## src/rtl/iq_pkg.sv

```systemverilog
// Shared types and constants for the packed 16/16 IQ datapath.
package iq_pkg;

  typedef enum logic [1:0] {IDLE, ACC, DUMP} state_t;

  localparam int IQ_HALF = 16;
  localparam int IQ_MAX  = 32767;
  localparam int IQ_MIN  = -32768;

  typedef struct packed {
    logic [IQ_HALF-1:0] i;
    logic [IQ_HALF-1:0] q;
  } iq_t;

  function automatic logic [2*IQ_HALF-1:0] iq_pack(input logic [IQ_HALF-1:0] i,
                                                   input logic [IQ_HALF-1:0] q);
    iq_t w;
    w.i = i;
    w.q = q;
    return w;
  endfunction

  function automatic iq_t iq_unpack(input logic [2*IQ_HALF-1:0] d);
    return iq_t'(d);
  endfunction

endpackage

```

## src/rtl/iq_round_sat.sv

```systemverilog
// Round-half-up, arithmetic right shift and saturate one accumulator component to 16 bits.
// Latency: combinational.
// Backpressure: none; pure function of its inputs.
module iq_round_sat
  import iq_pkg::*;
#(
  parameter int ACC_WIDTH = 48
) (
  input  logic [ACC_WIDTH-1:0] acc,
  input  logic [5:0]           shift,
  output logic [IQ_HALF-1:0]   res,
  output logic                 sat
);

  localparam logic signed [ACC_WIDTH:0] HI = (ACC_WIDTH+1)'(IQ_MAX);
  localparam logic signed [ACC_WIDTH:0] LO = (ACC_WIDTH+1)'(IQ_MIN);

  logic signed [ACC_WIDTH:0] bias;
  logic signed [ACC_WIDTH:0] sum;
  logic signed [ACC_WIDTH:0] r;

  // One guard bit keeps acc + 2^(s-1) from wrapping at the top of the range.
  always_comb begin
    bias = '0;
    if (shift != 6'd0) bias = (ACC_WIDTH+1)'(1) << (shift - 6'd1);
    sum  = $signed({acc[ACC_WIDTH-1], acc}) + bias;
    r    = sum >>> shift;
    res  = r[IQ_HALF-1:0];
    sat  = 1'b0;
    if (r > HI) begin
      res = 16'(IQ_MAX);
      sat = 1'b1;
    end else if (r < LO) begin
      res = 16'(IQ_MIN);
      sat = 1'b1;
    end
  end

endmodule

```

## src/rtl/iq_integrate_dump.sv

```systemverilog
// Coherent integrate-and-dump: sums N complex products, then rounds/scales/saturates to one IQ word.
// Latency: 1 cycle from the Nth accepted sample to m_valid; throughput N samples per N+1 cycles.
// Backpressure: holds in DUMP with s_ready low until the output slot frees; output held while m_ready low.
module iq_integrate_dump
  import iq_pkg::*;
#(
  parameter int DATA_WIDTH = 32,
  parameter int ACC_WIDTH  = 48,
  parameter int LEN_WIDTH  = 16
) (
  input  logic                  clk,
  input  logic                  rst,
  input  logic                  en,
  input  logic [LEN_WIDTH-1:0]  len,
  input  logic [5:0]            shift,
  input  logic [DATA_WIDTH-1:0] s_re,
  input  logic [DATA_WIDTH-1:0] s_im,
  input  logic                  s_valid,
  output logic                  s_ready,
  output logic [31:0]           m_data,
  output logic                  m_valid,
  input  logic                  m_ready,
  output logic                  sat
);

  localparam int              EXT       = ACC_WIDTH - DATA_WIDTH;
  localparam logic [5:0]      SHIFT_MAX = 6'(ACC_WIDTH - 1);

  state_t                 state, state_nxt;
  logic                   start_frame, load_out;
  logic                   accept, last, slot_free;
  logic [LEN_WIDTH-1:0]   len_q, cnt;
  logic [5:0]             shift_q;
  logic [ACC_WIDTH-1:0]   acc_re, acc_im;
  logic [ACC_WIDTH-1:0]   sext_re, sext_im;
  logic [IQ_HALF-1:0]     res_re, res_im;
  logic                   sat_re, sat_im;

  assign accept    = s_valid && s_ready;
  assign last      = (cnt == len_q - LEN_WIDTH'(1));
  assign slot_free = !m_valid || m_ready;
  assign sext_re   = {{EXT{s_re[DATA_WIDTH-1]}}, s_re};
  assign sext_im   = {{EXT{s_im[DATA_WIDTH-1]}}, s_im};

  always_ff @(posedge clk) begin
    if (rst) begin
      state   <= IDLE;
      s_ready <= 1'b0;
    end else begin
      state   <= state_nxt;
      s_ready <= (state_nxt == ACC);
    end
  end

  always_comb begin
    state_nxt   = state;
    start_frame = 1'b0;
    load_out    = 1'b0;
    case (state)
      IDLE: begin
        if (en) begin
          start_frame = 1'b1;
          state_nxt   = ACC;
        end
      end
      ACC: begin
        if (accept && last) state_nxt = DUMP;
      end
      DUMP: begin
        if (slot_free) begin
          load_out = 1'b1;
          if (en) begin
            start_frame = 1'b1;
            state_nxt   = ACC;
          end else begin
            state_nxt = IDLE;
          end
        end
      end
      default: state_nxt = IDLE;
    endcase
  end

  // start_frame only fires in IDLE/DUMP where s_ready is low, so it never races an accept.
  always_ff @(posedge clk) begin
    if (rst) begin
      len_q   <= '0;
      shift_q <= '0;
      acc_re  <= '0;
      acc_im  <= '0;
      cnt     <= '0;
    end else if (start_frame) begin
      len_q   <= (len == '0) ? LEN_WIDTH'(1) : len;
      shift_q <= (shift > SHIFT_MAX) ? SHIFT_MAX : shift;
      acc_re  <= '0;
      acc_im  <= '0;
      cnt     <= '0;
    end else if (accept) begin
      acc_re  <= acc_re + sext_re;
      acc_im  <= acc_im + sext_im;
      cnt     <= cnt + LEN_WIDTH'(1);
    end
  end

  always_ff @(posedge clk) begin
    if (rst) begin
      m_data  <= '0;
      m_valid <= 1'b0;
      sat     <= 1'b0;
    end else if (load_out) begin
      m_data  <= iq_pack(res_re, res_im);
      m_valid <= 1'b1;
      sat     <= sat | sat_re | sat_im;
    end else if (m_ready) begin
      m_valid <= 1'b0;
    end
  end

  iq_round_sat #(.ACC_WIDTH(ACC_WIDTH)) u_rs_re (
    .acc   (acc_re),
    .shift (shift_q),
    .res   (res_re),
    .sat   (sat_re)
  );

  iq_round_sat #(.ACC_WIDTH(ACC_WIDTH)) u_rs_im (
    .acc   (acc_im),
    .shift (shift_q),
    .res   (res_im),
    .sat   (sat_im)
  );

endmodule
```

## config.mk

```make
export PLATFORM = sky130hd
export DESIGN_NAME = iq_integrate_dump
export DESIGN_NICKNAME = d
export VERILOG_FILES = /design/src/rtl/iq_pkg.sv /design/src/rtl/iq_round_sat.sv /design/src/rtl/iq_integrate_dump.sv
export SDC_FILE = /design/constraint.sdc
export NUM_CORES = 1
export LEC_CHECK = 0
export BUFFER_PORTS_ARGS = -buffer_cell sky130_fd_sc_hd__clkbuf_2
export CORE_AREA = 2 2 311 313
export CTS_CLUSTER_DIAMETER = 150
export DETAILED_ROUTE_END_ITERATION = 8
export DIE_AREA = 0 0 313 315
export SYNTH_ARGS = -nofsm -noshare
export SYNTH_HDL_FRONTEND = slang
export SYNTH_SLANG_ARGS = --single-unit
export TNS_END_PERCENT = 10
```

## constraint.sdc

```tcl
create_clock -name clk -period 8.9 [get_ports clk]
set_clock_uncertainty 0.15 [all_clocks]
set_input_delay 0.445 -clock clk [delete_from_list [all_inputs] [get_ports clk]]
set_output_delay 0.445 -clock clk [all_outputs]
set_load 0.03 [all_outputs]
```

; ---- Yosys cells after proc, flatten, opt, wreduce, memory -nomap -nowiden
; Index checks and enable logic that the tools add are counted.
[totals]
regBits = 171
output_inout_bits = 35
wordCells = 63
[op_classes]
addsub = 7
n_lt_le_gt_ge = 5
n_eq_ne = 4
shift = 3
muxes = 23
n_bitwise = 2
reduce_logical = 9
[op_table]
columns = operator, count
row1 = adder 48 x 49 -> 49 bit, 2
row2 = > comparator 49 x 16 -> 1 bit (second input constant), 2
row3 = less-than comparator 49 x 16 -> 1 bit (second input constant), 2
row4 = >>> shifter 49 x 6 -> 49 bit, 2
row5 = adder 48 bit, 2
row6 = two-way mux 16 bit, 5
row7 = two-way mux 49 bit, 1
row8 = left shift 1 x 6 -> 49 bit (first input constant), 1
row9 = adder 16 x 1 -> 16 bit (second input constant), 1
row10 = == test 16 bit, 1
row11 = zero test 16 bit, 1
row12 = subtractor 16 x 1 -> 16 bit (second input constant), 1
row13 = two-way mux 1 bit, 11
row14 = > comparator 6 bit (second input constant), 1
row15 = two-way mux 2 bit, 3
row16 = two-way mux 6 bit, 1
row17 = case mux 2 bit (3 select lines), 1
row18 = nonzero test 6 bit, 1
row19 = subtractor 6 x 1 -> 6 bit (second input constant), 1
row20 = == test 2 x 1 -> 1 bit (second input constant), 2
row21 = == test 2 bit (second input constant), 1
row22 = logical AND 1 bit, 2
row23 = zero test 2 bit, 1
row24 = OR 1 bit, 2
row25 = 5 further kinds, 5

; ---- Depth between registers and ports, before layout
[logic_depth]
depth_word = 10
ltp_mapped = 33
mapped_depth_nobuf = 23

; ---- Hierarchy
; From an unflattened synthesis, not the netlist that was laid out.
[hier_totals]
hier_cells = 4323
area_unflattened_um2 = 29747.3
[modules_own_cells]
columns = module, instances, cells_per_inst, area_per_inst_um2, seq_area_each_um2
row1 = iq_integrate_dump, 1, 1573, 11923.9, 3423.3
row2 = iq_round_sat at u_rs_im, 1, 1436, 9306.4, 0.0
row3 = iq_round_sat at u_rs_re, 1, 1314, 8516.9, 0.0

; ---- Least setup slack after synthesis
; Ideal clock, no wire load.
[synth_timing]
path_type = reg2reg
from = reg shift_q[2]
to = reg m_data[4]
setup_ns = 0.131
t_arrival_ns = 7.416
required_time_ns = 8.619
setup_slack_ns = 1.203
stages_incl_launch_ff = 32
n_path_buf = 13
period_less_slack_ns = 7.697
cell_sequence = dfxtp_1 > buf_2 > buf_6 > buf_2 > buf_1 > clkbuf_1 > clkbuf_1 > clkbuf_1 > buf_1 > clkbuf_1 > buf_1 > nand2_1 > nor3_1 > ha_1 > clkbuf_1 > a21oi_1 > o21ai_1 > a31o_2 > a221o_1 > a21oi_1 > nor3b_1 > xnor2_1 > buf_2 > nor2_1 > nor4_1 > nand3_1 > or4_1 > a2111oi_0 > and3_1 > nand3b_4 > buf_6 > o211ai_1
[synth_via]
elab_chain_cells = 8
word_cells_on_any_way = 10
cone_classes = add/sub (2) / order compare (2) / shift (2) / mux (3) / reduce/logical (1)
[synth_lines]
columns = item, line_no
row1 = from (decl), iq_integrate_dump.sv:33  ; logic [5:0] shift_q;
row2 = from (signal assigned), iq_integrate_dump.sv:94  ; shift_q <= (shift > SHIFT_MAX) ? SHIFT_MAX : shift;
row3 = subtractor 6 x 1 -> 6 bit, iq_round_sat.sv:25  ; if (shift != 6'd0) bias = (ACC_WIDTH+1)'(1) << (shift - 6'd1);
row4 = left shift 1 x 6 -> 49 bit, iq_round_sat.sv:25
row5 = two-way mux 49 bit, iq_round_sat.sv:25
row6 = adder 48 x 49 -> 49 bit, iq_round_sat.sv:26  ; sum = $signed({acc[ACC_WIDTH-1], acc}) + bias;
row7 = >>> shifter 49 x 6 -> 49 bit *, iq_round_sat.sv:27  ; r = sum >>> shift;
row8 = less-than comparator 49 x 16 -> 1 bit, iq_round_sat.sv:33  ; end else if (r < LO) begin
row9 = two-way mux 16 bit, iq_round_sat.sv:33
row10 = two-way mux 16 bit *, iq_round_sat.sv:30  ; if (r > HI) begin
row11 = to (signal assigned), iq_integrate_dump.sv:111  ; m_data <= iq_pack(res_re, res_im);
row12 = to (decl), iq_integrate_dump.sv:20  ; output logic [31:0] m_data,
; Every way passes the cells marked *; elsewhere a longest branch is shown, timed or not.
; A chain may end at the register's enable or synchronous reset.

; ---- Worst setup path after layout
[layout_timing]
from = reg shift_q[1]
to = reg m_data[21]
; Same word-level chain as after synthesis.

==> flow_summary.yaml <==
status:
  status: "complete, no violations"
global_route:
  gr-total-overflow: 0
  grt_max_degree: 79
  grt_pass1_vias: 30600
  grt_pass1_wl_um: 190000
  antenna_found_initial: 3
  grt_use_total: 0.248
timing:
  setup_viol_count_final: 0
  fin_crit_sh: 0.891
  slew_violations: 0
  hold_viol_final: 0
  fmax_mhz: 126
  period_needed_ns: 7.93
  setup_tns_ns: 0
  relSlewSlack: 0.194
  rsz0062_at_grt: "false"
  worstMarginPinSlew_ns: 1.21
yosys:
  synth_top_family_by_area: "compound AO/OA/AOI/OAI gates"
  synth_edf_count: 0
  seq_area_frac_synth: 0.120
  synthFlopType: "dfxtp_1"
  syn_nets: 4366
  synthArstFlopShare: 0
  yosysWarningCount: 0
  ys_seq_elements: 171
  synth_mux_area_frac: 0.0687
  syn_area_mm2: 0.0285
  synthSimpleGateAreaFrac: 0.274
  yosysTopAreaCellShare: 0.120
  synth_area_leaders: "dfxtp_1 12%, a21oi_1 6.6%, ha_1 6.6%"
  avgSynthCellArea_um2: 6.90
  synth-xor-area-share: 0.0702
  synth_compound_area_frac: 0.339
  syn_inst: 4124
  ys_types: 118
  synth_adder_area_share: 0.0726
  yosys.area.top_type: "dfxtp_1"
pwr:
  power.share.clock: 0.287
  p_per_area_mw_per_mm2: 96.0
  internal-power_w: 0.00167
  p_leak_nw: 12.2
  total_power_w: 0.00298
  swShare: 0.440
  vdd_ir_drop_max_uv: 172
  comb_power_share: 0.426
  pwr-share-seq: 0.287
  p_switching_w: 0.00131
placed_design:
  place.gp.congestion: 1.04
  dp.cells: 5320
  dpl.hpwl_um: 98700
  port_buffers: 125
floorplanning:
  core_mm2: 0.0957
  top_level_ports: 126
  die_y_um: 315
  die_w_um: 313
  initial_core_util: 0.297
  die_area_mm2: 0.0986
  row_count: 114
min_path:
  hp-start: "len[1]"
  min_path_type: "primary input to flip-flop"
  hold_path_depth: 3
  hold_end: "len_q[1]"
cts:
  cts_tree: "yes"
  ctsResizeCount: 0
  clkTransAtPathRegs_ns: 0.08
  postCtsHoldBufs: 11
  insertion_delay_ns: 0.51
  cts_root_buf: "clkbuf_16"
  cts_setup_buffers: 0
  cts_buffer_depth: 2
  clock_sinks: 171
  numCtsBuffers: 17
  cts_max_level: 4
drt:
  vias: 33400
  wl_met2_um: 53500
  m1WireLength_um: 53400
  wirelength_um: 127000
  drc: 0
  drt_pass1_iterations: 7
  wl_met3_um: 12800
  route.detailed.wl_per_inst_um: 23.7
  drt_iter0_drc: 4205
  drtAntennaViolNets: 0
  top_layer: "met5"
  routed_via_density: 6.23
setup_path:
  r2r_cells: 21
  r2r-end: "m_data[21]"
  start_kind: "flip-flop"
  required_ns: 9.20
  critPathMaxFanout: 49
  critPathKind: "flip-flop to flip-flop"
  arrival_ns: 8.23
  rr_startpoint: "shift_q[1]"
  rrSetupSlack_ns: 0.97
  cp-end-kind: "flip-flop"
  crit_start: "shift_q[1]"
run:
  max_cap_viol_count: 0
finish:
  post-route-util: 0.324
  diodes: 0
  drive_gt1_frac: 0.112
  fin_nets: 4316
  areaGrowthSynthToFinish_pct: 9.01
  fin_cells: 5363
## critical path, cell delays in order (launching register included)
cell	delay (ns)
dfxtp_4	0.81
buf_4	0.37
nand2_1	0.38
nor3_1	0.49
ha_1	0.43
inv_1	0.13
nor4_1	0.35
o2bb2ai_1	0.14
nor4_1	0.48
o211ai_1	0.50
a21oi_2	0.37
nor3_1	0.11
xnor2_1	0.37
a211oi_1	0.28
a221oi_1	0.62
o2111ai_1	0.22
a31oi_1	0.31
o2111ai_1	0.19
nor3_1	0.24
a31oi_1	0.21
a21oi_4	0.39
o221a_2	0.25
## cells in the mapped netlist, types with 75 or more instances
cell type and number:
o211ai_1 75, a31oi_1 78, a21oi_1 375, nand2_1 486
dfxtp_1 171, nor3_1 99, clkbuf_1 213, nor2_1 401
xnor2_1 141, ha_1 149, mux2i_1 84, a211oi_1 84
inv_1 86, xor2_1 87, o21ai_0 249, nand3_1 125
## cell usage in the layout (no fill, tap or decap), drive strengths merged, types with 40 or more instances in the layout
master / instances
nand2: 486
nor2: 402
a21oi: 379
o21ai: 268
dfxtp: 171
ha: 149
clkbuf: 143
xnor2: 141
nand3: 125
nor3: 102
buf: 98
inv: 97
xor2: 87
a211oi: 86
o211ai: 85
mux2i: 84
a31oi: 78
a21o: 73
nand4: 51
and2: 51
or3: 47
nand2b: 45
nor2b: 43
and3: 42
o21a: 40
## how the worst max path moves through the flow
stage / slack, ns / endpoint
detailed placement: 1.39 / m_data[3]
global placement: 1.45 / m_data[19]
floorplan: 1.20 / m_data[4]
CTS: 1.38 / m_data[21]
global route: 0.72 / m_data[0]
finish: 0.97 / m_data[21]
## cell type report
| type | instances | area [um2] |
|---|---|---|
| fill | 10400 | 64700 |
| timing repair buffer | 234 | 1500 |
| clock buffer | 18 | 439 |
| tap | 1276 | 1600 |
| sequential | 171 | 3450 |
| clock inverter | 14 | 198 |
| inverter | 90 | 338 |
| multi-input combinational | 3560 | 23500 |
## state kept, by name, summed over array words and instances (netlist names)
register and flops:
acc_im 48, acc_re 48, m_data 32, cnt 16
len_q 16, shift_q 6, state 2, m_valid 1
s_ready 1, sat 1
## per-layer routing
metal  track usage  up-vias
li1              -    15400
met1         0.333    15800
met2         0.370     1836
met3        0.0497      356
met4         0.136        2
met5             0        -
## power by group through the flow
stage	Combinational [W]	Clock, W	Sequential (W)
5_1_grt	0.00134	0.000907	0.000859
2_1_floorplan	0.000835	0	0.000818
6_report	0.00127	0.000855	0.000856
4_1_cts	0.00121	0.000885	0.000853
3_5_place_dp	0.00121	0	0.000870
3_3_place_gp	0.00121	0	0.000870
## per-stage QoR
stage | cell area, um2 | setup WS, ns | hold WS, ns
after CTS | 31000 | 1.38 | 0.00218
after floorplan | 28500 | 1.20 | 0.303
after global routing | 31000 | 0.721 | 0.0431
after detailed placement | 30300 | 1.39 | 0.317
final | 31000 | 0.969 | 0.0500
after global placement | 30300 | 1.45 | 0.313
## kinds of logic (layout without fill, tap and decap cells)
| kind of cell | after synthesis | count (layout) |
|---|---|---|
| flip-flops | 171 | 171 |
| AO/OA/AOI/OAI | 1426 | 1426 |
| adder cells (fa/ha/maj) | 167 | 167 |
| XOR/XNOR | 228 | 228 |
| buffers and inverters | 393 | 356 |
| multiplexers | 151 | 151 |
| AND/OR/NAND/NOR | 1588 | 1588 |
Power figures use the tool's default switching activity.
